[src/rtl/phase_seq_pkg.sv]
// Shared state encoding and default sizing for the frame phase sequencer.
package phase_seq_pkg;

  typedef enum logic [1:0] {
    ST_IDLE  = 2'd0,
    ST_RUN   = 2'd1,
    ST_WAIT  = 2'd2,
    ST_PAUSE = 2'd3
  } phase_state_t;

  localparam int DEF_N_STAGES    = 3;
  localparam int DEF_FRAME_W     = 24;
  localparam int DEF_TIMEOUT_CYC = 4096;
  localparam int DEF_FCNT_W      = 16;

endpackage

[src/rtl/frame_timer.sv]
// Frame period timer: down-counter loaded at frame start, terminal count marks the
// end of the period, then saturates. Also owns the sticky overrun flag.
module frame_timer #(
  parameter int FRAME_W = 24
) (
  input  logic               clk,
  input  logic               rst_n,
  input  logic               ena,
  input  logic               start_i,
  input  logic               in_frame_i,
  input  logic               clr_i,
  input  logic [FRAME_W-1:0] div_i,
  output logic               elapsed_o,
  output logic               overrun_o
);

  logic [FRAME_W-1:0] cnt_q;
  logic               armed_q;
  logic               expired_q;
  logic               overrun_q;
  logic               marker;

  assign marker    = armed_q && (cnt_q == '0);
  assign elapsed_o = marker || expired_q;
  assign overrun_o = overrun_q;

  always_ff @(posedge clk or negedge rst_n) begin
    if (!rst_n) begin
      cnt_q     <= '0;
      armed_q   <= 1'b0;
      expired_q <= 1'b0;
      overrun_q <= 1'b0;
    end else if (ena) begin
      if (start_i) begin
        // A zero period means unpaced: the period counts as already elapsed.
        cnt_q     <= (div_i == '0) ? '0 : div_i - 1'b1;
        armed_q   <= (div_i != '0);
        expired_q <= (div_i == '0);
      end else if (marker) begin
        armed_q   <= 1'b0;
        expired_q <= 1'b1;
      end else if (armed_q) begin
        cnt_q <= cnt_q - 1'b1;
      end

      if (marker && in_frame_i)
        overrun_q <= 1'b1;
      else if (clr_i)
        overrun_q <= 1'b0;
    end
  end

endmodule

[src/rtl/phase_sequencer.sv]
// Round-robin stage scheduler with frame pacing, per-stage watchdog and pause/step.
//   state    | meaning
//   ST_IDLE  | after reset, starts the first frame on the first enabled edge
//   ST_RUN   | one stage enabled, waiting for its done or the watchdog
//   ST_WAIT  | frame finished early, waiting for the frame period to elapse
//   ST_PAUSE | frame finished with pause requested, waiting for step or unpause
module phase_sequencer
  import phase_seq_pkg::*;
#(
  parameter int N_STAGES    = DEF_N_STAGES,
  parameter int FRAME_W     = DEF_FRAME_W,
  parameter int TIMEOUT_CYC = DEF_TIMEOUT_CYC,
  parameter int FCNT_W      = DEF_FCNT_W,
  localparam int SW         = $clog2(N_STAGES)
) (
  input  logic                clk,
  input  logic                rst_n,
  input  logic                ena,
  input  logic [FRAME_W-1:0]  frame_div_i,
  input  logic                pause_i,
  input  logic                step_i,
  input  logic                clr_i,
  input  logic [N_STAGES-1:0] done_i,
  output logic [N_STAGES-1:0] en_o,
  output logic [SW-1:0]       stage_o,
  output logic                frame_tick_o,
  output logic [FCNT_W-1:0]   frame_cnt_o,
  output logic                timeout_o,
  output logic [SW-1:0]       timeout_stage_o,
  output logic                overrun_o
);

  localparam int WD_W = (TIMEOUT_CYC > 1) ? $clog2(TIMEOUT_CYC) : 1;
  localparam logic [WD_W-1:0] WD_LOAD = WD_W'((TIMEOUT_CYC > 0) ? TIMEOUT_CYC - 1 : 0);
  localparam logic [SW-1:0]   LAST_STAGE = SW'(N_STAGES - 1);

  phase_state_t        state_q, state_nxt;
  logic [N_STAGES-1:0] en_q, en_nxt;
  logic [SW-1:0]       stage_q, stage_nxt;
  logic                tick_q, tick_nxt;
  logic [FCNT_W-1:0]   fcnt_q;
  logic [WD_W-1:0]     wd_q;
  logic                timeout_q;
  logic [SW-1:0]       tstage_q;

  logic done_hit, wd_fire, adv, frame_end;
  logic frame_start, stage_entry, elapsed;

  // en_q is one-hot in RUN and zero elsewhere, so this only sees the active stage.
  assign done_hit  = |(done_i & en_q);
  assign wd_fire   = (TIMEOUT_CYC != 0) && (state_q == ST_RUN) && (wd_q == '0) && !done_hit;
  assign adv       = (state_q == ST_RUN) && (done_hit || wd_fire);
  assign frame_end = adv && (stage_q == LAST_STAGE);

  frame_timer #(
    .FRAME_W (FRAME_W)
  ) u_frame_timer (
    .clk        (clk),
    .rst_n      (rst_n),
    .ena        (ena),
    .start_i    (frame_start),
    .in_frame_i ((state_q == ST_RUN) && !frame_end),
    .clr_i      (clr_i),
    .div_i      (frame_div_i),
    .elapsed_o  (elapsed),
    .overrun_o  (overrun_o)
  );

  always_comb begin
    state_nxt   = state_q;
    en_nxt      = en_q;
    stage_nxt   = stage_q;
    tick_nxt    = 1'b0;
    frame_start = 1'b0;
    stage_entry = 1'b0;
    unique case (state_q)
      ST_IDLE: frame_start = 1'b1;
      ST_RUN: begin
        if (frame_end) begin
          tick_nxt = 1'b1;
          en_nxt   = '0;
          if (pause_i)      state_nxt   = ST_PAUSE;
          else if (elapsed) frame_start = 1'b1;
          else              state_nxt   = ST_WAIT;
        end else if (adv) begin
          en_nxt      = en_q << 1;
          stage_nxt   = stage_q + 1'b1;
          stage_entry = 1'b1;
        end
      end
      ST_WAIT: begin
        if (elapsed) begin
          if (pause_i) state_nxt   = ST_PAUSE;
          else         frame_start = 1'b1;
        end
      end
      ST_PAUSE: begin
        if (step_i)        frame_start = 1'b1;
        else if (!pause_i) state_nxt   = ST_WAIT;
      end
      default: state_nxt = ST_IDLE;
    endcase
    if (frame_start) begin
      state_nxt   = ST_RUN;
      en_nxt      = N_STAGES'(1);
      stage_nxt   = '0;
      stage_entry = 1'b1;
    end
  end

  always_ff @(posedge clk or negedge rst_n) begin
    if (!rst_n) begin
      state_q   <= ST_IDLE;
      en_q      <= '0;
      stage_q   <= '0;
      tick_q    <= 1'b0;
      fcnt_q    <= '0;
      wd_q      <= '0;
      timeout_q <= 1'b0;
      tstage_q  <= '0;
    end else if (ena) begin
      state_q <= state_nxt;
      en_q    <= en_nxt;
      stage_q <= stage_nxt;
      tick_q  <= tick_nxt;
      if (frame_end)
        fcnt_q <= fcnt_q + 1'b1;
      if (stage_entry)
        wd_q <= WD_LOAD;
      else if ((state_q == ST_RUN) && (wd_q != '0))
        wd_q <= wd_q - 1'b1;
      if (wd_fire) begin
        timeout_q <= 1'b1;
        tstage_q  <= stage_q;
      end else if (clr_i) begin
        timeout_q <= 1'b0;
      end
    end
  end

  assign en_o            = en_q;
  assign stage_o         = stage_q;
  assign frame_tick_o    = tick_q;
  assign frame_cnt_o     = fcnt_q;
  assign timeout_o       = timeout_q;
  assign timeout_stage_o = tstage_q;

endmodule

[config.mk]
export PLATFORM = sky130hd
export DESIGN_NAME = phase_sequencer
export DESIGN_NICKNAME = d
export VERILOG_FILES = /design/src/rtl/phase_seq_pkg.sv /design/src/rtl/frame_timer.sv /design/src/rtl/phase_sequencer.sv
export SDC_FILE = /design/constraint.sdc
export NUM_CORES = 1
export LEC_CHECK = 0
export ABC_AREA = 1
export CAP_MARGIN = 40
export CORE_ASPECT_RATIO = 0.5
export CORE_MARGIN = 2
export CORE_UTILIZATION = 45
export CTS_BUF_LIST = sky130_fd_sc_hd__clkbuf_4 sky130_fd_sc_hd__clkbuf_8
export DETAILED_ROUTE_END_ITERATION = 8
export GPL_TIMING_DRIVEN = 0
export PLACE_DENSITY = 0.75
export SYNTH_ARGS = -nofsm -noshare
export SYNTH_HDL_FRONTEND = slang
export SYNTH_SLANG_ARGS = --single-unit
[constraint.sdc]
create_clock -name clk -period 2.3 [get_ports clk]
set_clock_uncertainty 0.05 [all_clocks]
set_input_delay 0.46 -clock clk [delete_from_list [all_inputs] [get_ports clk]]
set_output_delay 0.46 -clock clk [all_outputs]
set_load 0.05 [all_outputs]
Yosys cells after proc, flatten, opt, wreduce, memory -nomap -nowiden
Cells that the tools add are included.
W data, S select, Z words.
- memory bits (writable): 0
- ROM bits: 0
- input port bits: 33
- word-level logic and storage cells: 111
- bits in registers: 66
- bits in latches: 0
- memories: 0
- bitwise operators: 1
- $mul: 0
- multiplexer cells: 43
- shift-type cells: 0
- reductions and logical operators: 38
- eq/ne operators: 12
- $add $sub $neg: 5
- div/mod/pow operators: 0
- order comparisons: 0
- operators with widths (cell ; count):
    $mux W24 ; 4
    $logic_not A24 Y1 ; 2
    $sub A24 B1 Y24 const B ; 2
    $mux W12 ; 2
    $mux W2 ; 12
    $reduce_bool A24 Y1 ; 1
    $mux W1 ; 19
    $add A16 B1 Y16 const B ; 1
    $ne A3 B3 Y1 const B ; 5
    $reduce_bool A2 Y1 ; 7
    $logic_not A12 Y1 ; 1
    $mux W3 ; 4
    $reduce_and A2 Y1 ; 6
    $reduce_bool A12 Y1 ; 1
    $sub A12 B1 Y12 const B ; 1
    $logic_and A1 B1 Y1 ; 8
    $reduce_and A8 Y1 ; 1
    $eq A2 B2 Y1 const B ; 3
    $pmux W2 S3 ; 1
    $reduce_and A3 Y1 ; 2
    $ne A4 B4 Y1 const B ; 1
    $pmux W1 S4 ; 1
    $reduce_and A4 Y1 ; 1
    $reduce_bool A4 Y1 ; 1
    10 further kinds ; 12

Logic depth before layout (Yosys ltp)
- depth after elaboration: 12
- gate-level depth with buffers: 15

Modules after synthesis
From an unflattened synthesis, not the netlist that was laid out.
- cell total of the unflattened synthesis: 745
- area, all modules: 4946.0 um^2
- modules (own cells, without submodules) (module ; area each (um^2) ; times used ; cells an instance ; seq. area each (um^2)):
    frame_timer ; 2613.8 ; 1 ; 436 ; 675.6
    phase_sequencer ; 2332.2 ; 1 ; 309 ; 975.9

Least setup slack after synthesis
No wires, ideal clock.
- path kind: in2reg
- start point: input frame_div_i[0]
- end point: register u_frame_timer.cnt_q[14]
- setup slack: 249 ps
- buffers on the path: 1
- stages on the path: 12
- arrival: 1883 ps
- path through: inv_1 > ha_1 > nand3_1 > nor2_2 > nand2_1 > nor3_4 > buf_4 > nor2_1 > nand2_1 > o21ai_0 > nand2_1 > nand2_1
- word-level cells in the longest chain between the ends: 3
- elaborated cells on any way between the ends: 4
- ends and longest elaborated chain (element ; RTL line ; text):
    start, declared ; phase_sequencer.sv:19 ; input logic [FRAME_W-1:0] frame_div_i,
    $sub A24 B1 Y24 or $logic_not A24 Y1 (tied branches) ; frame_timer.sv:36 ; cnt_q <= (div_i == '0) ? '0 : div_i - 1'b1;
    $mux W24 * ; frame_timer.sv:36 ;
    $mux W24 * ; frame_timer.sv:34 ; if (start_i) begin
    end signal, assigned ; frame_timer.sv:36 ;
    end signal, assigned ; frame_timer.sv:43 ; cnt_q <= cnt_q - 1'b1;
    end, declared ; frame_timer.sv:17 ; logic [FRAME_W-1:0] cnt_q;
Mark *: on every way between the ends. The rest lies on a longest branch, timed or not.
A chain may end at the register's enable or synchronous reset.

Final worst setup path
- start point: register fcnt_q[5], in the netlist frame_cnt_o[5]
- end point: output frame_cnt_o[5]
- RTL lines (element ; RTL line ; text):
    start, declared ; phase_sequencer.sv:41 ; logic [FCNT_W-1:0] fcnt_q;
    start signal, assigned ; phase_sequencer.sv:127 ; fcnt_q <= fcnt_q + 1'b1;
    end, declared ; phase_sequencer.sv:27 ; output logic [FCNT_W-1:0] frame_cnt_o,
No word-level cell between the ends.

==> results.txt <==
The run finished with clean final reports. The maximum clock frequency came out at 459 MHz. The total of buffers placed on input and output ports is 58. The number of nets in the final layout came out at 837. The row count came out at 27. In the finished design, the share of the clock period the worst path needs comes to 0.948. The number of sinks handled by clock tree synthesis came out at 66. The total count of max-transition violations in the final report is 0. The mean instance size in the synthesized netlist came out at 6.94 um^2.

The share of power burned in the clock network came out at 0.156. The worst setup slack after layout came out at 0.119 ns. Setup repair after global routing could not meet its margin everywhere. The estimated wirelength of the detail-placed design came out at 9760 um. The worst voltage drop across the vdd grid came out at 0.369 mV. The initial cell density of the core came out at 0.456. At the end of routability-driven placement, the weighted congestion stood at 0.914. The number of endpoints failing setup at the final stage is 0. The total global routing track utilization is 0.222. The count of cell types in the netlist is 37. 0 antenna diodes ended up in the layout. The signal on the critical path passes through clkdlybuf4s50_1. In this run, synthesis inferred 0 flip-flops with an integrated enable. The final hold slack is 0.439 ns.

The async set or reset register ratio after synthesis came out at 1.00. The residual overflow from global routing is 0. The share of power burned in registers is 0.280. Leaving out fill and tap cells, the most frequent cell in the layout is nand2_1. The DRC marker count from the first detailed-route iteration is 367.

Summed over all cells, the static leakage comes to 2.96 nW. In this run the number of cells on the critical path is 1. The boundary pin count is 59. The maximum number of buffers from clock root to sink is 2.

The largest fanout on the critical path is 5. Prior to clock tree synthesis, the placed netlist has a worst setup slack of -0.500 ns. The number of global-route vias before repair is 4422. The number of hold violations in the final report is 0. The area growth from synthesis to layout is 24.0%. The wire length of the first global-routing pass is 21400 um. The final core utilization is 0.566. The measured slew at the worst slew-check pin is 0.577 ns. The number of nets with antenna violations after detailed routing is 0.

Across the run, the number of max-cap violations was 0. The kind of start point of the critical path is a register. The initial antenna violation count is 0.

The via density per instance came out at 5.19. The detailed-router iteration count before antenna repair is 5. The floorplan die height came out at 78.3 um. The count of cells along the worst register-to-register path is 12. The number of nets handed over by synthesis was 755. Fill cells in the final layout number 1076. For the worst setup path, the data arrival time is 1.67 ns. TritonCTS built the clock tree.

The overall routed net length is 13100 um. The cell count after synthesis is 715. In this design, the stage delay of the slowest critical-path cell is 0.86 ns. Of the cells placed in the final design, the portion with a size suffix greater than 1 is 0.122.

Measured against its own limit, the worst slew margin works out to 0.612. Dividing total power by cell area gives a power density of 1180 nW/um^2. The synthesized flop and latch total is 66. For this run, the leading register cell type out of synthesis is dfrtp_1.

The region available for standard cell placement spans 10900 um^2. Leaving out fill and tap cells, the most frequent cells in the layout are 227 x nand2_1, 83 x nor2_1, 66 x inv_1, 66 x dfrtp_1, 59 x nand3_1. The worst endpoint required time is 1.79 ns. Entering global routing, the biggest net connects 42 pins. The final routed wire length divided by cell count came out at 13.8 um. The worst-skew pair later-pin latency is 0.37 ns. Summed over all nets, the switching power comes to 3.55 mW. The total clock buffers created by CTS came out at 9. The H-tree generated during clock tree synthesis spans 3 levels. The DRC violation count after routing is 0. The die covers 11900 um^2.

The share of total power dissipated in combinational logic is 0.564. The cell sitting at the root of the clock tree is a clkbuf_8. The die outline width is 153 um. The count of buffering cells on the critical path with inverters included is 1. The total number of vias is 4917. The cell area after synthesis came out at 4960 um^2. The proportion of total power due to net switching is 0.488. The kind of cell adding the most delay to the critical path is buffers and inverters.

The tightest min-delay check is of the register to register type. The register area share after synthesis is 0.333. The internal cell power is 3.72 mW.

The library cell contributing the largest single delay on the critical path is clkdlybuf4s50_1. The clock-pin slew on the worst setup and hold paths came out at 0.08 ns. The power consumption is 7.27 mW.

The cell depth of the worst hold path is 2. The number of warnings issued by yosys came out at 0. The type of the worst setup path is register to primary output.

The minimum period implied by the final worst setup slack came out at 2.18 ns. The worst setup path is captured at a primary output.
-- sequential cells by signal, summed over array words and instances, names as in the netlist --
| register | flops |
|---|---|
| timeout_stage_o | 2 |
| stage_o | 2 |
| wd_q | 12 |
| state_q | 2 |
| u_frame_timer.armed_q | 1 |
| frame_tick_o | 1 |
| u_frame_timer.overrun_o | 1 |
| u_frame_timer.cnt_q | 24 |
| u_frame_timer.expired_q | 1 |
| timeout_o | 1 |
| frame_cnt_o | 16 |
| en_o | 3 |
-- routing by layer --
| metal | part of all wire | track usage | wire [um] |
|---|---|---|---|
| met3 | 0.065 | 0.0514 | 852 |
| met1 | 0.47 | 0.304 | 6090 |
| met5 | 0 | 0 | 0 |
| met4 | 0.018 | 0.0593 | 229 |
| met2 | 0.45 | 0.357 | 5890 |
-- timing repair --
action | in CTS | in global routing
pin swaps | 1 | 5
hold buffers | 1 | 0
endpoints found under the hold margin | 25 | 0
cloned | 0 | 2
setup endpoints to repair | 21 | 44
gates resized for setup | 2 | 29
buffers inserted | 1 | 8
-- area by class of cell --
| type | count | area (um^2) | area share |
|---|---|---|---|
| Clock inverter | 6 | 90.1 | 0.0146 |
| Clock buffer | 10 | 138 | 0.0224 |
| Timing Repair Buffer | 70 | 681 | 0.111 |
| Buffer | 17 | 154 | 0.0250 |
| Multi-Input combinational cell | 564 | 3000 | 0.487 |
| Sequential cell | 66 | 1650 | 0.268 |
| Inverter | 69 | 262 | 0.0425 |
| Tap cell | 145 | 181 | 0.0295 |
-- power groups by stage --
stage / clock, mW / sequential [mW] / combinational (mW)
floorplan: 0 / 2.07 / 2.77
global placement: 0 / 2.01 / 3.74
detailed placement: 0 / 2.02 / 3.82
CTS: 1.15 / 2.01 / 3.84
global route: 1.21 / 2.09 / 4.56
finish: 1.14 / 2.04 / 4.10
-- worst paths after layout --
check	slack (ns)	startpoint	to
max	0.12	frame_cnt_o[5]	frame_cnt_o[5]
min	0.44	timeout_stage_o[0]	timeout_stage_o[0]
max reg2reg	0.14	u_frame_timer.cnt_q[9]	u_frame_timer.cnt_q[22]
min reg2reg	0.44	timeout_stage_o[0]	timeout_stage_o[0]
max in group asynchronous	1.16	rst_n	frame_cnt_o[8]
min in group asynchronous	0.49	rst_n	u_frame_timer.cnt_q[9]
-- synthesized netlist by cell type, types with 3 or more instances --
cell / n / area, um^2
nand3_4: 3 / 52.6
nor2_2: 6 / 37.5
ha_1: 7 / 87.6
o21ai_0: 18 / 90.1
xnor2_1: 20 / 175
nand3_1: 60 / 300
buf_4: 4 / 30.0
dfrtp_1: 66 / 1650
nor4_1: 8 / 50.1
a21oi_1: 5 / 25.0
nand2_2: 13 / 81.3
nor2_1: 92 / 345
buf_2: 5 / 25.0
o21ai_1: 3 / 15.0
nor3_1: 6 / 30.0
clkbuf_1: 4 / 15.0
xor2_1: 44 / 385
nand4_1: 26 / 163
nand2_1: 228 / 856
o21ai_2: 6 / 52.6
inv_1: 67 / 251
-- cell families after synthesis --
group,after synthesis,share of synthesized area
AND/OR/NAND/NOR,458,0.419
buffers and inverters,86,0.0769
flip-flops,66,0.333
XOR/XNOR,64,0.113
AO/OA/AOI/OAI,33,0.0388
adder cells (fa/ha/maj),7,0.0176
multiplexers,1,0.00227
-- through the flow --
stage,instances,TNS [ns],area (um^2)
global placement,918,-115.09,5720
CTS,937,0,5990
finish,947,0,6150
detailed placement,919,-16.24,5740
global route,947,-0.143,6150
floorplan,715,0,4960
(Power assumes the default switching activity.)
